## config.mk

```make
export PLATFORM = sky130hd
export DESIGN_NAME = mips_instr_encoder
export DESIGN_NICKNAME = d
export VERILOG_FILES = /design/src/rtl/mips_instr_encoder.sv
export SDC_FILE = /design/constraint.sdc
export NUM_CORES = 1
export LEC_CHECK = 0
export ABC_AREA = 1
export CAP_MARGIN = 0
export CORE_MARGIN = 1
export CORE_UTILIZATION = 46
export DETAILED_ROUTE_END_ITERATION = 10
export PLACE_DENSITY = 0.85
export SLEW_MARGIN = 0
export SYNTH_ARGS = -nofsm -noshare
export SYNTH_HDL_FRONTEND = slang
export SYNTH_SLANG_ARGS = --single-unit
```

## constraint.sdc

```tcl
create_clock -name clk -period 4.5 [get_ports clk]
set_input_delay 0.675 -clock clk [delete_from_list [all_inputs] [get_ports clk]]
set_output_delay 0.675 -clock clk [all_outputs]
set_load 0.01 [all_outputs]
```

## src/rtl/mips_instr_encoder.sv

```systemverilog
// Packs MIPS instruction requests into 32-bit words and streams them to an
// instruction memory. Optional delay-slot NOP padding: MIPS_ENC_DELAY_SLOT_PAD_EN.
module mips_instr_encoder #(
  parameter int DEPTH = 64
) (
  input  logic        clk,
  input  logic        rst,
  input  logic        start,
  input  logic [31:0] base_addr,
  input  logic        req_valid,
  output logic        req_ready,
  input  logic [2:0]  req_kind,
  input  logic [4:0]  req_rs,
  input  logic [4:0]  req_rt,
  input  logic [4:0]  req_rd,
  input  logic [5:0]  req_funct,
  input  logic [15:0] req_imm,
  input  logic [25:0] req_target,
  input  logic        req_last,
  output logic        imem_we,
  output logic [31:0] imem_addr,
  output logic [31:0] imem_wdata,
  output logic        busy,
  output logic        done,
  output logic        err,
  output logic [7:0]  count,
  output logic [1:0]  dbg_state
);

  typedef enum logic [1:0] {
    S_IDLE  = 2'd0,
    S_RUN   = 2'd1,
    S_DONE  = 2'd2,
    S_ERROR = 2'd3
  } state_t;

  localparam logic [2:0] KIND_R    = 3'd0;
  localparam logic [2:0] KIND_LW   = 3'd1;
  localparam logic [2:0] KIND_SW   = 3'd2;
  localparam logic [2:0] KIND_BEQ  = 3'd3;
  localparam logic [2:0] KIND_BNE  = 3'd4;
  localparam logic [2:0] KIND_J    = 3'd5;
  localparam logic [2:0] KIND_ADDI = 3'd6;
  localparam logic [2:0] KIND_ANDI = 3'd7;

  localparam logic [8:0] DEPTH_W = 9'(DEPTH);

`ifdef MIPS_ENC_DELAY_SLOT_PAD_EN
  localparam bit PAD_EN = 1'b1;
`else
  localparam bit PAD_EN = 1'b0;
`endif

  state_t      state_q, state_d;
  logic [31:0] addr_q, addr_d;
  logic [7:0]  count_q, count_d;
  logic        we_q, we_d;
  logic [31:0] wdata_q, wdata_d;
  logic        pad_q, pad_d;
  logic        last_q, last_d;

  logic [31:0] enc_word;
  logic [5:0]  opcode;
  logic        is_branch;
  logic [8:0]  used_words;
  logic        ready;
  logic        accept;

  // Opcode and field packing for the requested kind.
  always_comb begin
    opcode    = 6'b000000;
    is_branch = 1'b0;
    case (req_kind)
      KIND_R:    opcode = 6'b000000;
      KIND_LW:   opcode = 6'b100011;
      KIND_SW:   opcode = 6'b101011;
      KIND_BEQ:  begin opcode = 6'b000100; is_branch = 1'b1; end
      KIND_BNE:  begin opcode = 6'b000101; is_branch = 1'b1; end
      KIND_J:    begin opcode = 6'b000010; is_branch = 1'b1; end
      KIND_ADDI: opcode = 6'b001000;
      KIND_ANDI: opcode = 6'b001100;
      default:   opcode = 6'b000000;
    endcase
  end

  always_comb begin
    enc_word = 32'h0;
    case (req_kind)
      KIND_R:  enc_word = {opcode, req_rs, req_rt, req_rd, 5'b00000, req_funct};
      KIND_J:  enc_word = {opcode, req_target};
      default: enc_word = {opcode, req_rs, req_rt, req_imm};
    endcase
  end

  // Words committed plus the one (or the pending NOP) still in flight.
  assign used_words = {1'b0, count_q} + {8'd0, we_q} + {8'd0, pad_q};

  // Handshake: a request transfers on a rising edge only when req_valid and
  // req_ready are both high; the encoded word is written in the next cycle.
  always_comb begin
    ready = 1'b0;
    if (state_q == S_RUN && !pad_q && used_words < DEPTH_W) begin
      if (PAD_EN && is_branch) ready = (used_words + 9'd2) <= DEPTH_W;
      else                     ready = 1'b1;
    end
  end

  assign accept = req_valid && ready;

  always_comb begin
    state_d = state_q;
    addr_d  = addr_q;
    count_d = count_q;
    we_d    = 1'b0;
    wdata_d = wdata_q;
    pad_d   = 1'b0;
    last_d  = last_q;

    // A write happening this cycle retires on the coming edge.
    if (we_q) begin
      addr_d  = addr_q + 32'd4;
      count_d = count_q + 8'd1;
    end

    case (state_q)
      S_IDLE: begin
        if (start) begin
          state_d = S_RUN;
          addr_d  = base_addr & 32'hFFFF_FFFC;
          count_d = 8'd0;
          last_d  = 1'b0;
        end
      end
      S_RUN: begin
        if (pad_q) begin
          we_d    = 1'b1;
          wdata_d = 32'h0000_0000;
          if (last_q) state_d = S_DONE;
        end else if (accept) begin
          we_d    = 1'b1;
          wdata_d = enc_word;
          pad_d   = PAD_EN && is_branch;
          last_d  = req_last;
          if (req_last && !(PAD_EN && is_branch)) state_d = S_DONE;
        end else if (req_valid && used_words == DEPTH_W) begin
          state_d = S_ERROR;
        end
      end
      S_DONE:  state_d = S_IDLE;
      S_ERROR: state_d = S_ERROR;
      default: state_d = S_IDLE;
    endcase
  end

  always_ff @(posedge clk) begin
    if (rst) begin
      state_q <= S_IDLE;
      addr_q  <= 32'h0;
      count_q <= 8'd0;
      we_q    <= 1'b0;
      wdata_q <= 32'h0;
      pad_q   <= 1'b0;
      last_q  <= 1'b0;
    end else begin
      state_q <= state_d;
      addr_q  <= addr_d;
      count_q <= count_d;
      we_q    <= we_d;
      wdata_q <= wdata_d;
      pad_q   <= pad_d;
      last_q  <= last_d;
    end
  end

  assign req_ready  = ready;
  assign imem_we    = we_q;
  assign imem_addr  = addr_q;
  assign imem_wdata = wdata_q;
  assign busy       = (state_q == S_RUN) || (state_q == S_DONE);
  assign done       = (state_q == S_DONE);
  assign err        = (state_q == S_ERROR);
  assign count      = count_q;
  assign dbg_state  = state_q;

endmodule

```

Yosys cells after proc, flatten, opt, wreduce, memory -nomap -nowiden:

Cells that the tools add are included.

* output and inout port bits: 79
* logic and storage cells: 49
* register bits after elaboration: 75
* input bits: 103

* bitwise logic cells: 1
* order comparisons: 1
* reduce and logical (&&, ||, !) cells: 9
* eq/ne operators: 14
* $add $sub $neg: 3
* mux-type cells: 16

Operators by type and width (number)
* $mux 32: 4
* $pmux 26 s2: 1
* $pmux 6 s8: 1
* $add 32x3->32 const B: 1
* $mux 8: 3
* $eq 3x3->1 const B: 4
* $add 8x1->9: 1
* $eq 9x7->1 const B: 1
* $lt 9x7->1 const B: 1
* $add 8x1->8 const B: 1
* $mux 2: 4
* $pmux 2 s4: 1
* $eq 3x2->1 const B: 2
* $ne 3x3->1 const B: 2
* $eq 2x2->1 const B: 2
* $eq 3x1->1 const B: 1
* $logic_and 1x1->1: 3
* $logic_not 3->1: 1
* $reduce_and 3->1: 1
* $eq 2x1->1 const B: 1
* $logic_not 2->1: 1
* $mux 1: 2
* $ne 2x2->1 const B: 1
* $reduce_and 2->1: 1
* 3 further kinds: 3

Depth between registers and ports, before layout:

* depth in word-level cells: 7
* depth in mapped cells: 13
* depth with buffers taken out: 13

Least setup slack after synthesis:

OpenSTA, ideal clock, no wires.

* path kind: flip-flop to output port
* from: reg count_q[0], in the netlist count[0]
* to: out req_ready
* path buffers: 0
* cell stages (with the launch flop): 8
* setup slack: 2453 ps
* required time: 3825 ps
* arrival time: 1372 ps
* path through: dfxtp_1 > ha_1 > nand2_1 > nor2_2 > nand3_1 > nand2_1 > inv_1 > nor3_1

* cells in the longest elaborated chain, start to end: 4

RTL lines
* start: declaration: RTL line 56 `logic [7:0] count_q, count_d;`
* start signal: assignment: RTL line 167 `count_q <= count_d;`
* $add 8x1->9: RTL line 96 `assign used_words = {1'b0, count_q} + {8'd0, we_q} + {8'd0, pad_q};`
* $lt 9x7->1: RTL line 102 `if (state_q == S_RUN && !pad_q && used_words < DEPTH_W) begin`
* $logic_and 1x1->1: RTL line 102
* $mux 1: RTL line 102
* end: declaration: RTL line 11 `output logic req_ready,`

Every way passes these cells.

Final worst setup path:

* from: reg we_q, in the netlist imem_we
* to: out req_ready

* cells in the longest elaborated chain, start to end: 4

RTL lines
* start: declaration: RTL line 57 `logic we_q, we_d;`
* start signal: assignment: RTL line 168 `we_q <= we_d;`
* $add 8x1->9: RTL line 96
* $lt 9x7->1: RTL line 102
* $logic_and 1x1->1: RTL line 102
* $mux 1: RTL line 102

Every way passes these cells.

==> flow_summary.json <==
{
  "remaining_drc_errors": 0,
  "cts_num_sinks": 72,
  "fp.dieH_um": 96.0,
  "regArea_um2": 1440,
  "routabilityCongestion": 0.920,
  "cts_made_buffers": 9,
  "rows": 33,
  "finalSetupViolCount": 0,
  "grt_pass1_vias": 4342,
  "groute.usage.overall_pct": 26.4,
  "p_clk_share_pct": 23.2,
  "initial_core_util_pct": 48.5,
  "finalNonFillerCells": 882,
  "final_util_pct": 72.7,
  "status": "completed",
  "peakVddDrop_v": 0.000235,
  "hold_violations": 0,
  "fmax_mhz": 318,
  "critical_path_peak_fanout": 10,
  "worst_pin_slew_ns": 0.756,
  "yosysSeqAreaShare_pct": 35.5,
  "synth_area_um2": 4060,
  "fin_skew_ns": 0.0121,
  "port_buffers": 176,
  "swShare_pct": 35.6,
  "cts_tree": "yes",
  "p_seq_share_pct": 35.7,
  "io_pins": 182,
  "die_w_um": 96.0,
  "p_per_area_nw_per_um2": 459,
  "p_comb_share_pct": 41.2,
  "nFillCells": 676,
  "vias": 4517,
  "core_area_um2": 8380,
  "required_ns": 3.83,
  "min_path_cells": 2,
  "fin_crit_ns": 3.15,
  "holdPathEnd": "imem_wdata[0]$_SDFFE_PP0P_",
  "synth.avg_cell_area_um2": 6.68,
  "num_antenna_cells": 0,
  "p_leak_nw": 2.65,
  "grt_overflow": 0,
  "hold_start": "imem_wdata[0]$_SDFFE_PP0P_",
  "syn2layout_area_growth_pct": 50.0,
  "postCtsSetupBuffers": 0,
  "start_kind": "flop",
  "intPower_mw": 1.80,
  "clk_pin_slew_ns": 0.09,
  "hpwl_mm": 8.77,
  "power.total_mw": 2.79,
  "power_switching_mw": 0.995,
  "drv_cap": 0,
  "placed_cell_area_um2": 5840,
  "setup-tns-final_ns": 0,
  "antenna_found_initial": 0,
  "hp-class": "reg2reg",
  "post_cts_resized": 0,
  "ys_types": 41,
  "dp_cells": 866,
  "cp-end-kind": "output pin",
  "r2r_end": "imem_wdata[24]$_SDFFE_PP0P_",
  "design_area_um2": 6090,
  "period_share_pct": 69.9,
  "ff2ff_path_depth": 10,
  "postSynthCellCount": 608,
  "ys_seq_elements": 72,
  "nets": 884,
  "detail_route.wl_per_cell_um": 13.5,
  "r2r_start": "imem_we$_SDFF_PP0_",
  "clockRootBuffer": "clkbuf_8",
  "max_slew_margin_pct": 49.4,
  "yosys_warnings": 0,
  "grt_max_degree": 52,
  "drt-total-wl_mm": 11.9,
  "crit_type": "reg2out",
  "drv_slew": 0,
  "multi_input_area_um2": 2240,
  "hold_buffers": 0,
  "drt-pass1-iter-count": 5,
  "arrival_ns": 2.47,
  "clk_latency_ns": 0.35,
  "grt_pass1_wl_mm": 18.9,
  "rsz0062_at_grt": "no",
  "cts_max_path_buffers": 2,
  "ant_nets": 0,
  "dieArea_um2": 9210,
  "drive_gt1_share_pct": 5.02,
  "ctsHtreeMaxLevel": 3,
  "drtIter0Drc": 191,
  "reg2reg_slack_ns": 1.80,
  "viasPerCell": 5.12
}
==> cells by family after synthesis <==
group	after synthesis	share of synthesized area, %
AND/OR/NAND/NOR	299	32.1
AO/OA/AOI/OAI	111	15.1
buffers and inverters	93	9.55
flip-flops	72	35.5
XOR/XNOR	23	4.96
adder cells (fa/ha/maj)	9	2.77
other	1	0.0923
==> worst max-delay path, cell delays in order (launching register included) <==
cell             delay [ns]
dfxtp_1                0.58
ha_1                   0.21
nand2_1                0.11
nor2_2                 0.22
nand3_1                0.09
nand2_1                0.13
inv_1                  0.07
nor3_1                 0.15
clkdlybuf4s50_1        0.56
==> layout make-up <==
class | count | share of cell area [%]
flip-flops and latches | 72 | 23.7
clock buffers | 10 | 2.26
repair buffers | 178 | 29.2
inverters | 66 | 4.09
multi-input cells | 445 | 36.8
clock inverters | 6 | 1.89
well taps | 105 | 2.16
==> metrics by stage <==
stage | hold WS (ns) | setup WS [ns]
6_report | 0.474 | 1.35
2_1_floorplan | 0.482 | 2.45
3_3_place_gp | 0.453 | 1.43
5_1_grt | 0.490 | 1.11
3_5_place_dp | 0.461 | 1.38
4_1_cts | 0.472 | 1.32
==> flip-flops by register name, summed over array words and instances, names as in the netlist <==
name and flops:
imem_wdata 31, imem_addr 30, count 8, dbg_state 2
imem_we 1
==> synth_stat cells <==
library cell | count | area [um2]
nand2_1 | 193 | 724
dfxtp_1 | 72 | 1440
inv_1 | 62 | 233
nor2_1 | 33 | 124
o21ai_0 | 31 | 155
nand3_1 | 30 | 150
a21oi_1 | 27 | 135
o21ai_1 | 25 | 125
a31oi_1 | 17 | 106
clkbuf_1 | 16 | 60.1
xor2_1 | 16 | 140
ha_1 | 9 | 113
nand4_1 | 9 | 56.3
nor3_1 | 9 | 45.0
xnor2_1 | 7 | 61.3
nor2_2 | 6 | 37.5
a22o_1 | 5 | 43.8
buf_4 | 5 | 37.5
nand2_2 | 4 | 25.0
nand3b_1 | 4 | 30.0
buf_2 | 3 | 15.0
nor2_4 | 3 | 33.8
buf_6 | 2 | 22.5
inv_2 | 2 | 7.51
o21bai_1 | 2 | 15.0
a211oi_1 | 1 | 7.51
buf_1 | 1 | 3.75
clkinv_1 | 1 | 3.75
clkinv_2 | 1 | 5.00
conb_1 | 1 | 3.75
nand2_4 | 1 | 11.3
nand3_2 | 1 | 10.0
nor2_8 | 1 | 20.0
nor3b_1 | 1 | 7.51
nor4_1 | 1 | 6.26
o211ai_1 | 1 | 7.51
o221ai_1 | 1 | 8.76
o31ai_1 | 1 | 7.51
or2_0 | 1 | 6.26
or2_2 | 1 | 6.26
or3b_2 | 1 | 8.76
==> cells in the final DEF, fill, tap and decap left out, drive strengths merged <==
| master | n |
|---|---|
| clkbuf | 10 |
| o221ai | 1 |
| clkinvlp | 1 |
| conb | 3 |
| nand4 | 9 |
| a21oi | 27 |
| a31oi | 17 |
| xnor2 | 7 |
| nand3 | 31 |
| a211oi | 1 |
| or2 | 2 |
| o21ai | 56 |
| nand3b | 4 |
| a22o | 5 |
| inv | 64 |
| o211ai | 1 |
| xor2 | 16 |
| buf | 2 |
| bufinv | 3 |
| nor4 | 1 |
| nor3b | 1 |
| nand2 | 198 |
| clkinv | 4 |
| nor3 | 9 |
| ha | 9 |
| o31ai | 1 |
| nor2 | 43 |
| or3b | 1 |
| clkdlybuf4s50 | 176 |
| dfxtp | 72 |
| o21bai | 2 |
==> how the worst max path moves through the flow <==
stage                                              to  slack, ns                 from  cells after the start
after detailed placement  imem_wdata[13]$_SDFFE_PP0P_       1.38          req_kind[2]                      6
after global placement     imem_wdata[1]$_SDFFE_PP0P_       1.43          req_kind[2]                      6
final                                       req_ready       1.35   imem_we$_SDFF_PP0_                      8
after floorplan                             req_ready       2.45  count[0]$_SDFF_PP0_                      7
after CTS                                   req_ready       1.32   imem_we$_SDFF_PP0_                      8
after global routing                        req_ready       1.11   imem_we$_SDFF_PP0_                      8
==> power by group through the flow <==
| stage | Sequential, mW | Clock (mW) | Combinational (mW) |
|---|---|---|---|
| final | 0.997 | 0.647 | 1.15 |
| after global routing | 1.02 | 0.682 | 1.27 |
| after CTS | 0.995 | 0.653 | 1.16 |
| after detailed placement | 1.01 | 0 | 1.15 |
| after global placement | 1.00 | 0 | 1.12 |
| after floorplan | 1.06 | 0 | 0.520 |
==> metal layers <==
metal | vias to the layer above | track usage (%) | part of all wire (%)
met2 | 186 | 47.7 | 49
met4 | 0 | 10.9 | 2.9
met3 | 27 | 8.45 | 9.3
met5 | - | 0 | 0
li1 | 2285 | - | -
met1 | 2019 | 28.2 | 38
Note: power is estimated with default switching activity, not from simulation.
